$ cat src/rtl/cpu_pkg.sv
// Shared types for the 8-bit accumulator micro: ALU operation select and instruction opcodes.
package cpu_pkg;

  typedef enum logic [2:0] {
    Operation_ADD  = 3'd0,
    Operation_SUB  = 3'd1,
    Operation_NOR  = 3'd2,
    Operation_NAND = 3'd3,
    Operation_XOR  = 3'd4,
    Operation_XNOR = 3'd5
  } Operation;

  typedef enum logic [3:0] {
    OP_NOP  = 4'h0,
    OP_LD   = 4'h1,
    OP_ST   = 4'h2,
    OP_ADD  = 4'h3,
    OP_SUB  = 4'h4,
    OP_NOR  = 4'h5,
    OP_NAND = 4'h6,
    OP_XOR  = 4'h7,
    OP_XNOR = 4'h8,
    OP_JMP  = 4'h9,
    OP_JZ   = 4'hA,
    OP_JC   = 4'hB,
    OP_JN   = 4'hC,
    OP_CLC  = 4'hD,
    OP_SEC  = 4'hE,
    OP_HALT = 4'hF
  } opcode_e;

endpackage

$ cat src/rtl/accumulator_sequencer.sv
// Fetch/decode/execute sequencer for the 8-bit accumulator micro: owns PC, IR, ACC and flags,
// drives the external combinational ALU and the synchronous program ROM / data RAM.
module accumulator_sequencer
  import cpu_pkg::*;
#(
  parameter int unsigned PC_W   = 8,
  parameter int unsigned RAM_AW = 8
) (
  input  logic              _iClk,
  input  logic              _iReset_n,
  input  logic              _iEnable,
  output logic [PC_W-1:0]   _oRomAddr,
  input  logic [15:0]       _iRomData,
  output logic [RAM_AW-1:0] _oRamAddr,
  input  logic [7:0]        _iRamRdData,
  output logic [7:0]        _oRamWrData,
  output logic              _oRamWe,
  output logic [7:0]        _oAluA,
  output logic [7:0]        _oAluB,
  output logic              _oAluC,
  output Operation          _oAluOp,
  input  logic [7:0]        _iAluResult,
  input  logic              _iAluCarry,
  input  logic              _iAluZero,
  input  logic              _iAluNeg,
  output logic [7:0]        _oAcc,
  output logic              _oFlagCarry,
  output logic              _oFlagZero,
  output logic              _oFlagNeg,
  output logic [PC_W-1:0]   _oPc,
  output logic              _oHalted
);

  localparam int unsigned IR_W = 16;
  localparam int unsigned DW   = 8;

  typedef enum logic [2:0] {
    S_FETCH  = 3'd0,
    S_DECODE = 3'd1,
    S_MEMRD  = 3'd2,
    S_EXEC   = 3'd3,
    S_HALT   = 3'd4
  } state_e;

  state_e          state_q, state_d;
  logic [PC_W-1:0] pc_q, pc_d;
  logic [IR_W-1:0] ir_q, ir_d;
  logic [DW-1:0]   acc_q, acc_d;
  logic            c_q, c_d, z_q, z_d, n_q, n_d;

  opcode_e         ir_opc, rom_opc;
  logic [DW-1:0]   operand;
  logic            rom_needs_mem;
  logic            ram_we;
  Operation        alu_op;
  logic [DW-1:0]   alu_b;
  logic            unused_ir_bits;

  assign ir_opc         = opcode_e'(ir_q[15:12]);
  assign rom_opc        = opcode_e'(_iRomData[15:12]);
  assign operand        = ir_q[11] ? _iRamRdData : ir_q[7:0];
  assign unused_ir_bits = ^ir_q[10:8];

  // Only LD and the ALU ops fetch a RAM operand; ST ignores M.
  assign rom_needs_mem = _iRomData[11] &&
                         ((rom_opc == OP_LD) || ((rom_opc >= OP_ADD) && (rom_opc <= OP_XNOR)));

  always_ff @(posedge _iClk or negedge _iReset_n) begin
    if (!_iReset_n) begin
      state_q <= S_FETCH;
    end else if (_iEnable) begin
      state_q <= state_d;
    end
  end

  always_comb begin
    state_d = state_q;
    case (state_q)
      S_FETCH:  state_d = S_DECODE;
      S_DECODE: state_d = rom_needs_mem ? S_MEMRD : S_EXEC;
      S_MEMRD:  state_d = S_EXEC;
      S_EXEC:   state_d = (ir_opc == OP_HALT) ? S_HALT : S_FETCH;
      S_HALT:   state_d = S_HALT;
      default:  state_d = S_FETCH;
    endcase
  end

  // Datapath next values and ALU/RAM drive, decoded from the current state.
  always_comb begin
    pc_d   = pc_q;
    ir_d   = ir_q;
    acc_d  = acc_q;
    c_d    = c_q;
    z_d    = z_q;
    n_d    = n_q;
    ram_we = 1'b0;
    alu_op = Operation_ADD;
    alu_b  = '0;
    case (state_q)
      S_DECODE: begin
        ir_d = _iRomData;
        pc_d = pc_q + PC_W'(1);
      end
      S_EXEC: begin
        case (ir_opc)
          OP_LD: begin
            acc_d = operand;
            z_d   = (operand == '0);
            n_d   = operand[7];
          end
          OP_ST:   ram_we = _iEnable;
          OP_ADD, OP_SUB, OP_NOR, OP_NAND, OP_XOR, OP_XNOR: begin
            case (ir_opc)
              OP_ADD:  alu_op = Operation_ADD;
              OP_SUB:  alu_op = Operation_SUB;
              OP_NOR:  alu_op = Operation_NOR;
              OP_NAND: alu_op = Operation_NAND;
              OP_XOR:  alu_op = Operation_XOR;
              default: alu_op = Operation_XNOR;
            endcase
            alu_b = operand;
            acc_d = _iAluResult;
            c_d   = ((ir_opc == OP_ADD) || (ir_opc == OP_SUB)) ? _iAluCarry : 1'b0;
            z_d   = _iAluZero;
            n_d   = _iAluNeg;
          end
          OP_JMP:  pc_d = PC_W'(ir_q[7:0]);
          OP_JZ:   if (z_q) pc_d = PC_W'(ir_q[7:0]);
          OP_JC:   if (c_q) pc_d = PC_W'(ir_q[7:0]);
          OP_JN:   if (n_q) pc_d = PC_W'(ir_q[7:0]);
          OP_CLC:  c_d = 1'b0;
          OP_SEC:  c_d = 1'b1;
          default: ;
        endcase
      end
      default: ;
    endcase
  end

  always_ff @(posedge _iClk or negedge _iReset_n) begin
    if (!_iReset_n) begin
      pc_q  <= '0;
      ir_q  <= '0;
      acc_q <= '0;
      c_q   <= 1'b0;
      z_q   <= 1'b0;
      n_q   <= 1'b0;
    end else if (_iEnable) begin
      pc_q  <= pc_d;
      ir_q  <= ir_d;
      acc_q <= acc_d;
      c_q   <= c_d;
      z_q   <= z_d;
      n_q   <= n_d;
    end
  end

  assign _oRomAddr   = pc_q;
  assign _oRamAddr   = ir_q[RAM_AW-1:0];
  assign _oRamWrData = acc_q;
  assign _oRamWe     = ram_we;
  assign _oAluA      = acc_q;
  assign _oAluB      = alu_b;
  assign _oAluC      = c_q;
  assign _oAluOp     = alu_op;
  assign _oAcc       = acc_q;
  assign _oFlagCarry = c_q;
  assign _oFlagZero  = z_q;
  assign _oFlagNeg   = n_q;
  assign _oPc        = pc_q;
  assign _oHalted    = (state_q == S_HALT);

endmodule

$ cat config.mk
export PLATFORM = sky130hd
export DESIGN_NAME = accumulator_sequencer
export DESIGN_NICKNAME = d
export VERILOG_FILES = /design/src/rtl/cpu_pkg.sv /design/src/rtl/accumulator_sequencer.sv
export SDC_FILE = /design/constraint.sdc
export NUM_CORES = 1
export LEC_CHECK = 0
export ABC_AREA = 1
export BUFFER_PORTS_ARGS = -buffer_cell sky130_fd_sc_hd__buf_2
export CAP_MARGIN = 20
export CORE_MARGIN = 2
export CORE_UTILIZATION = 30
export CTS_CLUSTER_SIZE = 30
export DETAILED_ROUTE_END_ITERATION = 6
export GPL_TIMING_DRIVEN = 0
export PLACE_DENSITY = 0.59
export RECOVER_POWER = 25
export REMOVE_ABC_BUFFERS = 1
export SKIP_CTS_REPAIR_TIMING = 1
export SYNTH_ARGS = -nofsm -noshare
export SYNTH_HDL_FRONTEND = slang
export SYNTH_SLANG_ARGS = --single-unit
export TNS_END_PERCENT = 30
$ cat constraint.sdc
create_clock -name _iClk -period 2.05 [get_ports _iClk]
set_input_delay 0.3075 -clock _iClk [delete_from_list [all_inputs] [get_ports _iClk]]
set_output_delay 0.3075 -clock _iClk [all_outputs]
set_load 0.02 [all_outputs]
==> results of run 1 <==
[worst register-to-register path, delay by kind of cell, from the launching register on]
family / cells / cell delay [ns]
flip-flops: 1 / 0.43
buffers and inverters: 2 / 0.45
AND/OR/NAND/NOR: 4 / 0.71
[cells in the mapped netlist]
library cell,n
o21ai_0,25
o21bai_1,2
clkbuf_1,1
nand3_1,28
o21a_1,1
nor2_1,25
a21oi_1,7
dfrtp_1,35
or2_1,1
o31ai_1,1
clkinv_2,1
nor4_1,1
nand2_1,132
buf_2,2
buf_6,3
buf_4,35
nor2_2,3
nor3_1,2
nand4_1,1
nand3b_1,2
nand2_4,3
nor2_4,1
nor3_2,2
inv_2,6
buf_8,1
xnor2_1,1
nand2_2,7
inv_1,21
o21ai_1,1
ha_1,1
[flip-flops by register name, indices dropped and copies added, names as in the netlist]
register and flops:
_oAcc 8, state_q 3, _oFlagNeg 1, _oAluC 1, _oFlagZero 1, _oPc 8
ir_q 13
[per-layer routing]
layer | vias to the layer above | global-route usage | part of all wire | routed length (µm)
met5 | - | 0 | 0 | 0
met4 | 0 | 0.0374 | 0.013 | 85
met3 | 9 | 0.0289 | 0.070 | 461
met2 | 98 | 0.232 | 0.44 | 2880
met1 | 1062 | 0.201 | 0.48 | 3130
li1 | 1215 | - | - | -
[where the power goes]
group,internal [W],switching [W]
sequential,0.000985,0.000410
clock,0.000487,0.000266
combinational,0.000879,0.00184
total,0.00235,0.00252
[cells by family (layout without fill, tap and decap cells)]
family,count (synthesis),in the layout,synth area share
xor gates and xnor gates,1,1,0.00361
adders and majority gates,1,1,0.00516
DFF,35,35,0.361
AOI/OAI and AO/OA,37,37,0.0805
and+or+nand+nor,208,209,0.372
buffers and inverters,70,140,0.178
[worst max path at each step]
stage	from	end
2_1_floorplan	state_q[2]	_oRamWe
3_3_place_gp	state_q[2]	_oRamWe
3_5_place_dp	state_q[0]	_oRamWe
4_1_cts	state_q[0]	_oRamWe
5_1_grt	ir_q[13]	_oAluOp[0]
6_report	ir_q[13]	_oAluOp[0]
[through the flow]
| stage | total power (W) | area, µm² | utilization | instances |
|---|---|---|---|---|
| after floorplan | 0.00309 | 2100 | - | 310 |
| after global placement | 0.00396 | 2720 | 0.351 | 511 |
| after detailed placement | 0.00399 | 2720 | 0.351 | 511 |
| after CTS | 0.00476 | 2860 | 0.368 | 519 |
| after global routing | 0.00530 | 2940 | 0.378 | 525 |
| final | 0.00487 | 2940 | 0.378 | 525 |
[cell type report]
type	count	area [µm²]
clock inverter	2	60.1
sequential	35	880
multi-input combinational	248	1150
fill	869	4830
clock buffer	6	72.6
inverter	28	110
tap	102	128
timing repair buffer	104	533
==> results by group, run 1 <==
Outcome
  – Status: complete, no violations

Clock network
  – CTS sink cnt: 35
  – Clock Tree Buf Depth: 2
  – CTS tree: built
  – Root Buffer: clkbuf_8
  – CTS buffer count: 5
  – Htree depth: 2
  – Clock Pin Slew Worst Setup and Hold Paths: 0.08 ns
  – Skew-Pair Late Insertion Delay: 0.29 ns

Timing
  – Clk_skew: 0.0121 ns
  – Min Hold Slack: 0.109 ns
  – Final WS setup: 0.114 ns
  – Relative slew slack: 0.401
  – Final cycle utilization of the critical path: 0.945
  – Tightest Pin Transition: 0.898 ns
  – Endpoints failing setup: 0
  – Fin. Hold Viols: 0
  – Fmax: 0.516 GHz
  – Slew Viols, Final: 0
  – Final Critical Period: 1.94 ns
  – Final setup TNS: 0 ns

Route
  – DR iter-0 viols: 122
  – DR WL/cell: 12.5 µm
  – Vias post-DR: 2384
  – Post-route ant nets: 0
  – First-pass detailed-route iteration total: 4
  – DRT Wirelength: 6560 µm
  – Drt drc: 0
  – Routed vias/inst: 4.54

Worst setup path
  – Worst path top cell family by delay: simple AND/OR/NAND/NOR gates
  – Buf+Inv Stages, Crit Path: 1
  – Worst EP required: 1.74 ns
  – CP arrival: 1.63 ns
  – Setup crit start kind: register
  – Critical path fanouts, max: 19
  – Worst R2R Start: state_q[1]
  – Crit Path Category: reg2out
  – Capturing point of the worst reg2reg path: _oAcc[6]
  – Reg2reg setup slack: 0.42 ns
  – CP Capture Type: output port
  – CP max stage delay: 0.47 ns
  – Reg2reg path depth: 6
  – Path length in cells of the critical path: 6
  – Slowest CP cell: dfrtp_2
  – Critical-path cell list: nor2_4, nand2_2, nand2_8, nand2_4, nor3_2, buf_2

Layout
  – Fraction of layout cells with a size suffix above 1: 0.326
  – Final net count: 461
  – Commonest non-fill, non-tap cells in the layout: nand2_1 (132), buf_2 (98), dfrtp_1 (32)
  – Most common cell after layout, fill and taps aside: nand2_1
  – Area delta synth->final: 21.1%
  – Ant diodes: 0

Logic synthesis
  – Yosys top cell area share: 0.361
  – Syn avg cell area: 6.89 µm²
  – Synth Instances: 352
  – Area contributors post-synth: dfrtp_1 (36%), nand2_1 (20%), buf_4 (11%)
  – Register area share after synthesis: 0.361
  – Synth Cell Area: 0.00242 mm²
  – Largest area contributor in the netlist: dfrtp_1
  – Synthesis-stage register bit count: 35
  – Synth unique cells: 30
  – Yosys Warn Count: 0

GRT
  – Antenna violations before repair: 0
  – First-pass GRT wire length: 9940 µm
  – Tot GR Track Use: 0.145
  – Largest net degree at the start of global routing: 36
  – Grt ovf: 0
  – Vias in the first global route: 2088

Pwr
  – Worst VDD drop: 0.495 mV
  – Pwr per Cell Area: 1660 mW/mm²
  – LEAKAGE: 1.69 nW

Placement
  – Dpl ws: 0.154 ns
  – # port buffers: 99
  – RePlAce Congestion: 0.828
  – Final HPWL from detailed placement: 4830 µm

Die
  – Initial Util: 0.312
  – FP Rows: 32
  – Die width: 93.9 µm
  – Core area: 0.00777 mm²
  – Die Ht: 93.9 µm
  – I/O pin count: 103
  – DIE AREA: 0.00882 mm²

Job
  – Max-capacitance violation count: 0

Worst hold path
  – Hold WC Path Type: in2async
(Power assumes the default switching activity.)
==> inputs of run 2 (changes only) <==
--- a/config.mk
+++ b/config.mk
@@ -5,7 +5,6 @@
 export SDC_FILE = /design/constraint.sdc
 export NUM_CORES = 1
 export LEC_CHECK = 0
-export ABC_AREA = 1
 export BUFFER_PORTS_ARGS = -buffer_cell sky130_fd_sc_hd__buf_2
 export CAP_MARGIN = 20
 export CORE_MARGIN = 2
==> run 2 against run 1 <==
Compared with the run above:
- the run now ends with negative setup slack left
- flip-flop and latch count is the same
- critical path depth is the same
- clock skew shrank 0.0041 ns
- hold slack gained 0.030 ns
- synthesized cell count shrank 28%
- final area grew 5.0%
- setup slack lost 0.28 ns
- total power grew 12%
- largest cell class unchanged
- sequential power grew 11%
- sequential share of layout area shrank 1.3 points
- combinational power grew 19%
- clock power shrank 14%
==> results by group, run 2 <==
Clock network
  – Skew-Pair Late Insertion Delay: 0.30 ns (was 0.29 ns)
  – Clock Tree Buf Depth: 2 (unchanged)
  – Htree depth: 2 (unchanged)
  – Root Buffer: clkbuf_8 (unchanged)
  – Clock Pin Slew Worst Setup and Hold Paths: 0.08 ns (about the same)
  – CTS tree: built (unchanged)
  – CTS buffer count: 5 (unchanged)
  – CTS sink cnt: 35 (unchanged)

Logic synthesis
  – Synth Cell Area: 0.00241 mm² (was 0.00242 mm²)
  – Commonest cells post-synth: dfrtp_1 (35), buf_4 (33), mux2_2 (19), nor2_1 (15) (was nand2_1 (132), buf_4 (35), dfrtp_1 (35), nand3_1 (28))
  – Synth unique cells: 49 (was 30)
  – Most common cell in the netlist: dfrtp_1 (was nand2_1)
  – Syn avg cell area: 9.56 µm² (was 6.89 µm²)
  – Yosys Warn Count: 0 (unchanged)
  – Asr flop ratio synth: 1.00 (unchanged)
  – Post-synth top flop: dfrtp_1 (unchanged)
  – Largest area contributor in the netlist: dfrtp_1 (unchanged)
  – Synthesis-stage register bit count: 35 (unchanged)
  – Yosys top cell area share: 0.364 (was 0.361)
  – Synth Instances: 252 (was 352)
  – Area contributors post-synth: dfrtp_1 (36%), buf_4 (10%), mux2_2 (8.9%) (was dfrtp_1 (36%), nand2_1 (20%), buf_4 (11%))
  – Register area share after synthesis: 0.364 (was 0.361)
  – Post-synth EDFFs: 0 (unchanged)

Outcome
  – Failing checks: negative setup slack
  – Status: finished, violations left (was complete, no violations)

Die
  – Die Ht: 93.6 µm (was 93.9 µm)
  – I/O pin count: 103 (unchanged)
  – Core area: 0.00777 mm² (unchanged)
  – Die width: 93.6 µm (was 93.9 µm)
  – Initial Util: 0.310 (was 0.312)
  – FP Rows: 32 (unchanged)
  – DIE AREA: 0.00876 mm² (was 0.00882 mm²)

GRT
  – Largest net degree at the start of global routing: 36 (unchanged)
  – Vias in the first global route: 1816 (was 2088)
  – First-pass GRT wire length: 9380 µm (was 9940 µm)
  – Antenna violations before repair: 0 (unchanged)
  – Tot GR Track Use: 0.138 (was 0.145)
  – Grt ovf: 0 (unchanged)

Worst setup path
  – Worst R2R Start: state_q[2] (was state_q[1])
  – CP arrival: 1.91 ns (was 1.63 ns)
  – CP Capture Type: output port (unchanged)
  – CP startpoint: ir_q[13] (unchanged)
  – CP max stage delay: 0.60 ns (was 0.47 ns)
  – Critical-path cell list: or4b_4, o21ai_4, nand2_2, buf_12, nor2_4, buf_6 (was nor2_4, nand2_2, nand2_8, nand2_4, nor3_2, buf_2)
  – Slowest CP cell: or4b_4 (was dfrtp_2)
  – Reg2reg setup slack: 0 ns (was 0.42 ns)
  – Buf+Inv Stages, Crit Path: 2 (was 1)
  – Worst EP required: 1.74 ns (about the same)
  – Setup crit start kind: register (unchanged)
  – Crit Path Category: reg2out (unchanged)
  – Critical path fanouts, max: 8 (was 19)
  – Worst path top cell family by delay: simple AND/OR/NAND/NOR gates (unchanged)

Timing
  – Fmax: 0.451 GHz (was 0.516 GHz)
  – Endpoints failing setup: 10 (was 0)
  – Clk_skew: 0.00798 ns (was 0.0121 ns)
  – Final WS setup: -0.168 ns (was 0.114 ns)
  – Final cycle utilization of the critical path: 1.08 (was 0.945)
  – Relative slew slack: 0.383 (was 0.401)
  – Fin. Hold Viols: 0 (unchanged)
  – Final Critical Period: 2.22 ns (was 1.94 ns)
  – Tightest Pin Transition: 0.926 ns (was 0.898 ns)
  – RSZ-0062 raised after global routing: true
  – Min Hold Slack: 0.139 ns (was 0.109 ns)
  – Slew Viols, Final: 0 (unchanged)

Layout
  – Finished Core Util: 0.397 (was 0.378)
  – Ant diodes: 0 (unchanged)
  – Most common cell after layout, fill and taps aside: buf_2 (was nand2_1)
  – Register area: 882 µm² (was 880 µm²)
  – Fillers: 781 (was 869)
  – Commonest non-fill, non-tap cells in the layout: buf_2 (89), dfrtp_1 (30), mux2_2 (19) (was nand2_1 (132), buf_2 (98), dfrtp_1 (32))
  – Final net count: 364 (was 461)
  – Area delta synth->final: 27.9% (was 21.1%)
  – Top reg by flops: ir_q (unchanged)
  – Fraction of layout cells with a size suffix above 1: 0.525 (was 0.326)
  – Largest register FFs: 13 (unchanged)
  – Multi-input combinational cell area: 0.00124 mm² (was 0.00115 mm²)

Pwr
  – Total power: 0.00545 W (was 0.00487 W)
  – LEAKAGE: 1.47 nW (was 1.69 nW)
  – Pwr per Cell Area: 1770 mW/mm² (was 1660 mW/mm²)
  – Worst VDD drop: 0.665 mV (was 0.495 mV)

Job
  – Max-capacitance violation count: 0 (unchanged)

Route
  – DR iter-0 viols: 63 (was 122)
  – Vias post-DR: 2081 (was 2384)
  – Drt drc: 0 (unchanged)
  – Routed vias/inst: 4.86 (was 4.54)
  – First-pass detailed-route iteration total: 4 (unchanged)
  – DRT Wirelength: 6360 µm (was 6560 µm)
  – Post-route ant nets: 0 (unchanged)
  – DR WL/cell: 14.9 µm (was 12.5 µm)

Placement
  – Final HPWL from detailed placement: 4540 µm (was 4830 µm)
  – RePlAce Congestion: 0.795 (was 0.828)
  – # port buffers: 99 (unchanged)

Worst hold path
  – Hold WC Path Type: in2async (unchanged)
==> run 2: changes by cell type after synthesis, moves of 7 or more <==
cell     delta
mux2i_1    +14
o21ai_0    -13
nor2_1     -10
nand2_1   -118
nand3_1    -24
nand2_2     -7
inv_1       -7
mux2_2     +19
==> run 2: kinds of logic after synthesis <==
logic type / share of synthesized area
simple gates: 0.148
buf+inv: 0.158
compound gates: 0.162
mux: 0.159
flops: 0.364
xor+xnor: 0.00364
fa+ha+maj: 0.00519
==> run 2: final timing paths <==
kind                         endpoint  cells after the start
min in group _iClk            ir_q[4]                      2
setup reg to reg              ir_q[5]                      4
hold / removal               _oAcc[2]                      1
setup / recovery            _oAluB[5]                      6
hold reg to reg              _oAcc[7]                      2
max in group asynchronous  state_q[1]                      1
==> run 2: power by group <==
group / switching, W / total [W] / internal [W]
Clock: 0.000281 / 0.000643 / 0.000362
Combinational: 0.00185 / 0.00325 / 0.00140
Sequential: 0.000526 / 0.00156 / 0.00103
==> run 2: per-layer routing <==
| layer | vias up | share of wire | global-route usage | wire length (µm) |
|---|---|---|---|---|
| met5 | - | 0 | 0 | 0 |
| met4 | 0 | 0.018 | 0.0519 | 112 |
| met3 | 10 | 0.062 | 0.0266 | 392 |
| met2 | 83 | 0.45 | 0.209 | 2840 |
| met1 | 972 | 0.47 | 0.196 | 3020 |
| li1 | 1016 | - | - | - |
==> run 2: metrics by stage <==
| step | instances | setup WS, ns | TNS (ns) | instance area [µm²] |
|---|---|---|---|---|
| after floorplan | 206 | 0.0600 | 0 | 2080 |
| after global placement | 407 | -0.249 | -4.41 | 2700 |
| after detailed placement | 408 | -0.239 | -1.85 | 2720 |
| after CTS | 416 | -0.572 | -5.46 | 2830 |
| after global routing | 428 | -0.223 | -2.51 | 3080 |
| final | 428 | -0.168 | -1.29 | 3080 |
==> run 2: cell type report <==
cell class	count	area share
Clock inverter	3	0.0142
Inverter	14	0.0171
Sequential cell	35	0.286
Multi-Input combinational cell	157	0.404
Clock buffer	5	0.0223
Tap cell	102	0.0414
Timing Repair Buffer	112	0.215
